===== config.mk =====
export PLATFORM = sky130hd
export DESIGN_NAME = i2c_uart_frame_scheduler
export DESIGN_NICKNAME = d
export VERILOG_FILES = /design/src/rtl/i2c_uart_frame_scheduler.sv
export SDC_FILE = /design/constraint.sdc
export NUM_CORES = 1
export LEC_CHECK = 0
export BUFFER_PORTS_ARGS = -buffer_cell sky130_fd_sc_hd__clkbuf_2
export CAP_MARGIN = 5
export CORE_MARGIN = 2
export CORE_UTILIZATION = 30
export DETAILED_ROUTE_END_ITERATION = 8
export PLACE_DENSITY_LB_ADDON = 0.25
export SLEW_MARGIN = 20
export SYNTH_ARGS = -nofsm -noshare
export SYNTH_HDL_FRONTEND = slang
export SYNTH_SLANG_ARGS = --single-unit

===== constraint.sdc =====
create_clock -name i_clk -period 2 [get_ports i_clk]
set_input_delay 0.4 -clock i_clk [delete_from_list [all_inputs] [get_ports i_clk]]
set_output_delay 0.4 -clock i_clk [all_outputs]
set_load 0.05 [all_outputs]

===== src/rtl/i2c_uart_frame_scheduler.sv =====
// Frames 16-bit I2C parser words from the event FIFO into 3-byte UART packets and
// interleaves a periodic heartbeat/status frame carrying the FIFO drop count.
module i2c_uart_frame_scheduler #(
    parameter int unsigned HB_PERIOD = 50_000_000,
    parameter logic [7:0]  SYNC_EVT  = 8'hA5,
    parameter logic [7:0]  SYNC_STS  = 8'h5A
) (
    input  logic        i_clk,
    input  logic        i_rst_n,
    input  logic        i_enable,
    input  logic        i_fifo_empty,
    input  logic        i_fifo_full,
    input  logic        i_fifo_wr_en,
    input  logic [15:0] i_fifo_data,
    output logic        o_fifo_rd_en,
    input  logic        i_tx_busy,
    input  logic        i_tx_done,
    output logic [7:0]  o_tx_byte,
    output logic        o_tx_en,
    output logic [7:0]  o_drop_cnt,
    output logic [7:0]  o_seq,
    output logic [2:0]  o_state
);

    typedef enum logic [2:0] {
        S_IDLE = 3'd0,
        S_RD   = 3'd1,
        S_LAT  = 3'd2,
        S_SEND = 3'd3,
        S_WAIT = 3'd4,
        S_NEXT = 3'd5
    } state_t;

    localparam bit          HB_ON   = (HB_PERIOD != 0);
    localparam logic [31:0] HB_LAST = HB_ON ? 32'(HB_PERIOD - 1) : '0;

    state_t      state_q, state_d;
    logic [1:0]  idx_q, idx_d;
    logic [23:0] frame_q, frame_d;
    logic [7:0]  seq_q, seq_d;
    logic [7:0]  drop_q, drop_d;
    logic [31:0] hb_cnt_q, hb_cnt_d;
    logic        hb_pend_q, hb_pend_d;

    logic        sel_sts;
    logic        rd_en;
    logic        tx_en;
    logic        hb_tc;
    logic        drop_evt;

    always_ff @(posedge i_clk or negedge i_rst_n) begin
        if (!i_rst_n) begin
            state_q   <= S_IDLE;
            idx_q     <= '0;
            frame_q   <= '0;
            seq_q     <= '0;
            drop_q    <= '0;
            hb_cnt_q  <= '0;
            hb_pend_q <= 1'b0;
        end else begin
            state_q   <= state_d;
            idx_q     <= idx_d;
            frame_q   <= frame_d;
            seq_q     <= seq_d;
            drop_q    <= drop_d;
            hb_cnt_q  <= hb_cnt_d;
            hb_pend_q <= hb_pend_d;
        end
    end

    always_comb begin
        state_d = state_q;
        idx_d   = idx_q;
        frame_d = frame_q;
        seq_d   = seq_q;
        sel_sts = 1'b0;
        rd_en   = 1'b0;
        tx_en   = 1'b0;
        case (state_q)
            S_IDLE: begin
                // Status has priority at a frame boundary; drop count is snapshotted here.
                if (i_enable && hb_pend_q) begin
                    sel_sts = 1'b1;
                    frame_d = {SYNC_STS, drop_q, seq_q};
                    idx_d   = '0;
                    state_d = S_SEND;
                end else if (i_enable && !i_fifo_empty) begin
                    state_d = S_RD;
                end
            end
            S_RD: begin
                rd_en   = 1'b1;
                state_d = S_LAT;
            end
            S_LAT: begin
                frame_d = {SYNC_EVT, i_fifo_data};
                idx_d   = '0;
                state_d = S_SEND;
            end
            S_SEND: begin
                if (!i_tx_busy) begin
                    tx_en   = 1'b1;
                    state_d = S_WAIT;
                end
            end
            S_WAIT: begin
                if (i_tx_done) begin
                    state_d = S_NEXT;
                end
            end
            S_NEXT: begin
                if (idx_q == 2'd2) begin
                    idx_d   = '0;
                    seq_d   = seq_q + 8'd1;
                    state_d = S_IDLE;
                end else begin
                    idx_d   = idx_q + 2'd1;
                    state_d = S_SEND;
                end
            end
            default: state_d = S_IDLE;
        endcase
    end

    always_comb begin
        hb_tc     = HB_ON && (hb_cnt_q == HB_LAST);
        hb_cnt_d  = (!HB_ON || hb_tc) ? '0 : hb_cnt_q + 32'd1;
        hb_pend_d = (hb_pend_q && !sel_sts) || hb_tc;

        // A drop coinciding with the snapshot starts the new count at 1.
        drop_evt = i_fifo_wr_en && i_fifo_full;
        if (sel_sts) begin
            drop_d = {7'd0, drop_evt};
        end else if (drop_evt && (drop_q != 8'hFF)) begin
            drop_d = drop_q + 8'd1;
        end else begin
            drop_d = drop_q;
        end
    end

    always_comb begin
        case (idx_q)
            2'd0:    o_tx_byte = frame_q[23:16];
            2'd1:    o_tx_byte = frame_q[15:8];
            default: o_tx_byte = frame_q[7:0];
        endcase
    end

    assign o_fifo_rd_en = rd_en;
    assign o_tx_en      = tx_en;
    assign o_drop_cnt   = drop_q;
    assign o_seq        = seq_q;
    assign o_state      = state_q;

endmodule

==> parameters.txt <==
Parameter                              Value

Routing
  Number of DRC violations after detailed routing ... 0
  Total number of vias ... 3120
  Number of nets with antenna violations after detailed routing ... 0
  Detailed router's first-iteration violation count ... 221
  Average vias per placed instance ... 5.209
  Number of iterations in the first detailed-routing pass ... 4
  WL per Instance ... 14.79 um
  Detailed Route WL ... 8.859 mm

CTS
  CTS tree ... yes
  Buffer levels on the longest clock path ... 2
  Clock-pin slew of the registers on the worst-case setup and hold paths ... 60 ps
  Cell at the root of the clock tree ... sky130_fd_sc_hd__clkbuf_16
  Htree depth ... 3
  Total number of clock tree sinks ... 72
  Total CTS buffers ... 9
  Later-pin clock latency in the skew report ... 330 ps

Die
  Starting Density ... 0.3054
  Std-Cell Rows ... 40
  Top-Level Pins ... 53
  Die Span X ... 114.1 um
  Overall die area ... 0.01302 mm2
  Die Y ... 114.1 um
  Area inside the core boundary ... 0.01191 mm2

Min path
  Hold EP ... frame_q[10]
  Worst Hold Launch ... i_fifo_data[10]
  Hold crit path type ... primary input to register
  Number of stages on the worst hold path ... 3

Setup path
  Critical Path Source Type ... register
  Crit path required time ... 2260 ps
  Top fanout value on the critical path ... 6
  Setup slack, reg-to-reg ... 60 ps
  Type of the worst setup path ... register to register
  Signal arrival time at the worst endpoint ... 2190 ps
  Critical Path Sink Type ... register
  Reg-to-reg critical path endpoint ... hb_cnt_q[25]
  Path depth of the worst reg2reg path ... 4
  Worst r2r src ... hb_cnt_q[4]

Logic synthesis
  Main combinational cell family by area after synthesis ... simple AND/OR/NAND/NOR gates
  Compound-gate portion of the synthesized area ... 0.1311
  Post-Synthesis Mean Instance Area ... 9.374 um2
  FF+latch count, synth ... 72
  Simple logic cell fraction of the synthesized area ... 0.2597
  Sequential cell area fraction in the yosys report ... 0.4954
  Synth top area share ... 0.4954
  Top cells by area, synth ... sky130_fd_sc_hd__dfrtp_1 (50%), sky130_fd_sc_hd__xnor2_1 (4.6%), sky130_fd_sc_hd__nand2_1 (4.5%)
  Most frequently used flop master after synthesis ... sky130_fd_sc_hd__dfrtp_1
  Cell taking the most area after synthesis ... sky130_fd_sc_hd__dfrtp_1
  Number of synthesized flops with an enable pin ... 0
  Area share of fa/ha/maj cells after synthesis ... 0.01032
  Area share of xor/xnor cells in the synthesized design ... 0.06983
  Cells after synthesis ... 388
  Share of cell area taken by muxes after synthesis ... 0.005848
  Synth Net Count ... 415
  Unique cell type count in the Yosys netlist ... 51
  Fraction of registers with async set/reset ... 1.000
  Area of the mapped netlist ... 0.003637 mm2
  Warnings, synthesis ... 0

Layout
  Share of the core filled with cells ... 0.3761
  Area growth from synthesis to layout ... 23.15%
  Layout cell share with drive strength beyond 1 ... 0.2102
  Most frequent standard cell in the layout excluding fill and tap cells ... sky130_fd_sc_hd__dfrtp_1
  Post-layout net count ... 474
  Ant. Diodes ... 0
  Leading cell types in the layout, fill and taps excluded ... sky130_fd_sc_hd__dfrtp_1 (70), sky130_fd_sc_hd__nand2_1 (44), sky130_fd_sc_hd__clkbuf_2 (44)
  Cell area after layout ... 0.004479 mm2

Power and ir drop
  Total power divided by cell area ... 1147 mW/mm2
  Worst supply voltage drop on vdd ... 0.4190 mV
  Leakage ... 2.009 nW

Global routing
  GRT Overall Usage ... 0.1429
  First-pass GRT wire length ... 14.90 mm
  Grt total ovfl ... 0
  Number of antenna violations at the first check in global routing ... 0
  Number of global-route vias before repair ... 3029
  Pin count of the biggest net entering global routing ... 63

STA
  Final Slew Violations ... 0
  Slew HR ... 0.6338
  Clock period minus final worst setup slack ... 1936 ps
  Achievable frequency ... 516.5 MHz
  Final-report hold violation count ... 0
  Maximum clock skew at final layout ... 5.157 ps
  Final setup violating endpoints ... 0
  Unrepaired setup endpoints after global routing ... false
  Fin crit share ... 0.9680
  Measured slew at the worst slew-check pin ... 544.3 ps

Run
  Max_cap viols ... 0

Placed design
  HPWL reported at the end of detailed placement ... 6.361 mm
  Placer Congestion ... 0.8088
  Total cell area at the placement stage ... 0.004129 mm2
  Count of buffers inserted at the top-level ports ... 52

Status
  Status ... finished, final reports clean
-- worst max-delay path, stage by stage (launching register included) --
cell	delay (ps)
sky130_fd_sc_hd__dfrtp_1	460
sky130_fd_sc_hd__nand4_4	160
sky130_fd_sc_hd__or4_4	600
sky130_fd_sc_hd__or4_4	510
sky130_fd_sc_hd__a21oi_2	140
-- how the worst max path moves through the flow --
stage	slack [ps]	cells after the start	endpoint	start
2_1_floorplan	-260	3	o_tx_byte[0]	idx_q[1]
3_3_place_gp	130	4	hb_cnt_q[25]	hb_cnt_q[4]
3_5_place_dp	60	4	hb_cnt_q[25]	hb_cnt_q[4]
4_1_cts	7	4	o_tx_byte[2]	idx_q[0]
5_1_grt	2	4	hb_cnt_q[25]	hb_cnt_q[4]
6_report	60	4	hb_cnt_q[25]	hb_cnt_q[4]
-- Yosys cell counts, types with 3 or more instances --
cell type / n
sky130_fd_sc_hd__nor2_1: 36
sky130_fd_sc_hd__o211ai_1: 4
sky130_fd_sc_hd__and2_1: 4
sky130_fd_sc_hd__xnor2_1: 19
sky130_fd_sc_hd__nand3_1: 17
sky130_fd_sc_hd__inv_1: 7
sky130_fd_sc_hd__xor2_1: 10
sky130_fd_sc_hd__nand3b_1: 3
sky130_fd_sc_hd__clkbuf_1: 16
sky130_fd_sc_hd__o31ai_1: 3
sky130_fd_sc_hd__a21o_1: 3
sky130_fd_sc_hd__ha_1: 3
sky130_fd_sc_hd__o22ai_1: 8
sky130_fd_sc_hd__nor3_1: 12
sky130_fd_sc_hd__nor4_1: 5
sky130_fd_sc_hd__o21ai_0: 18
sky130_fd_sc_hd__or3_1: 3
sky130_fd_sc_hd__nor2b_1: 4
sky130_fd_sc_hd__nand4_1: 19
sky130_fd_sc_hd__and3_1: 16
sky130_fd_sc_hd__a31oi_1: 12
sky130_fd_sc_hd__nand2_1: 44
sky130_fd_sc_hd__a21oi_1: 18
sky130_fd_sc_hd__dfrtp_1: 72
-- what timing repair did --
item,4_1_cts,5_1_grt
cloned,0,0
gates resized for setup,4,13
hold buffers,1,0
pin swaps,0,0
endpoints found under the setup margin,3,9
buffers inserted,0,0
endpoints found under the hold margin,10,0
-- state kept, by name, summed over array words and instances (netlist names) --
signal / count
o_seq: 8
frame_q: 18
idx_q: 2
o_drop_cnt: 8
hb_cnt_q: 32
o_state: 3
hb_pend_q: 1
-- where the power goes --
part	internal [mW]	switching, mW	leakage, nW
registers	1.71	0.268	0.921
clock network	1.10	0.631	0.153
logic	0.434	0.997	0.935
total	3.24	1.90	2.01
-- metrics by stage --
stage	total power [mW]	hold slack, ps	setup WS, ps	cells	setup TNS [ps]
global placement	3.401	291.0	133.5	582	0
global route	5.429	342.2	2.226	599	0
CTS	5.171	314.9	7.479	599	0
finish	5.138	319.8	63.99	599	0
detailed placement	3.422	300.2	64.76	582	0
floorplan	3.007	104.4	-261.0	388	-2020
-- final cells by class --
cell class                      count  area (um2)
Fill cell                        1224        7432
Sequential cell                    72        1804
Multi-Input combinational cell    291        1739
Timing Repair Buffer               66       402.9
Clock buffer                       10       229.0
Tap cell                          147       183.9
Clock inverter                      6       93.84
Inverter                            7       26.28
-- routing by layer --
layer / wire length [um] / part of all wire / global-route usage / vias to the layer above
met4: 191 / 0.022 / 0.05935 / 0
met3: 334 / 0.038 / 0.02859 / 17
li1: - / - / - / 1527
met1: 4114 / 0.46 / 0.1879 / 1515
met2: 4218 / 0.48 / 0.2306 / 61
met5: 0 / 0 / 0 / -
-- cell families (layout without fill, tap and decap cells) --
kind of cell	after synthesis	in the layout
simple gates	180	180
compound gates	77	77
flops	72	72
xor+xnor	29	29
buf+inv	25	89
fa+ha+maj	3	3
mux	2	2
(Power assumes the default switching activity.)
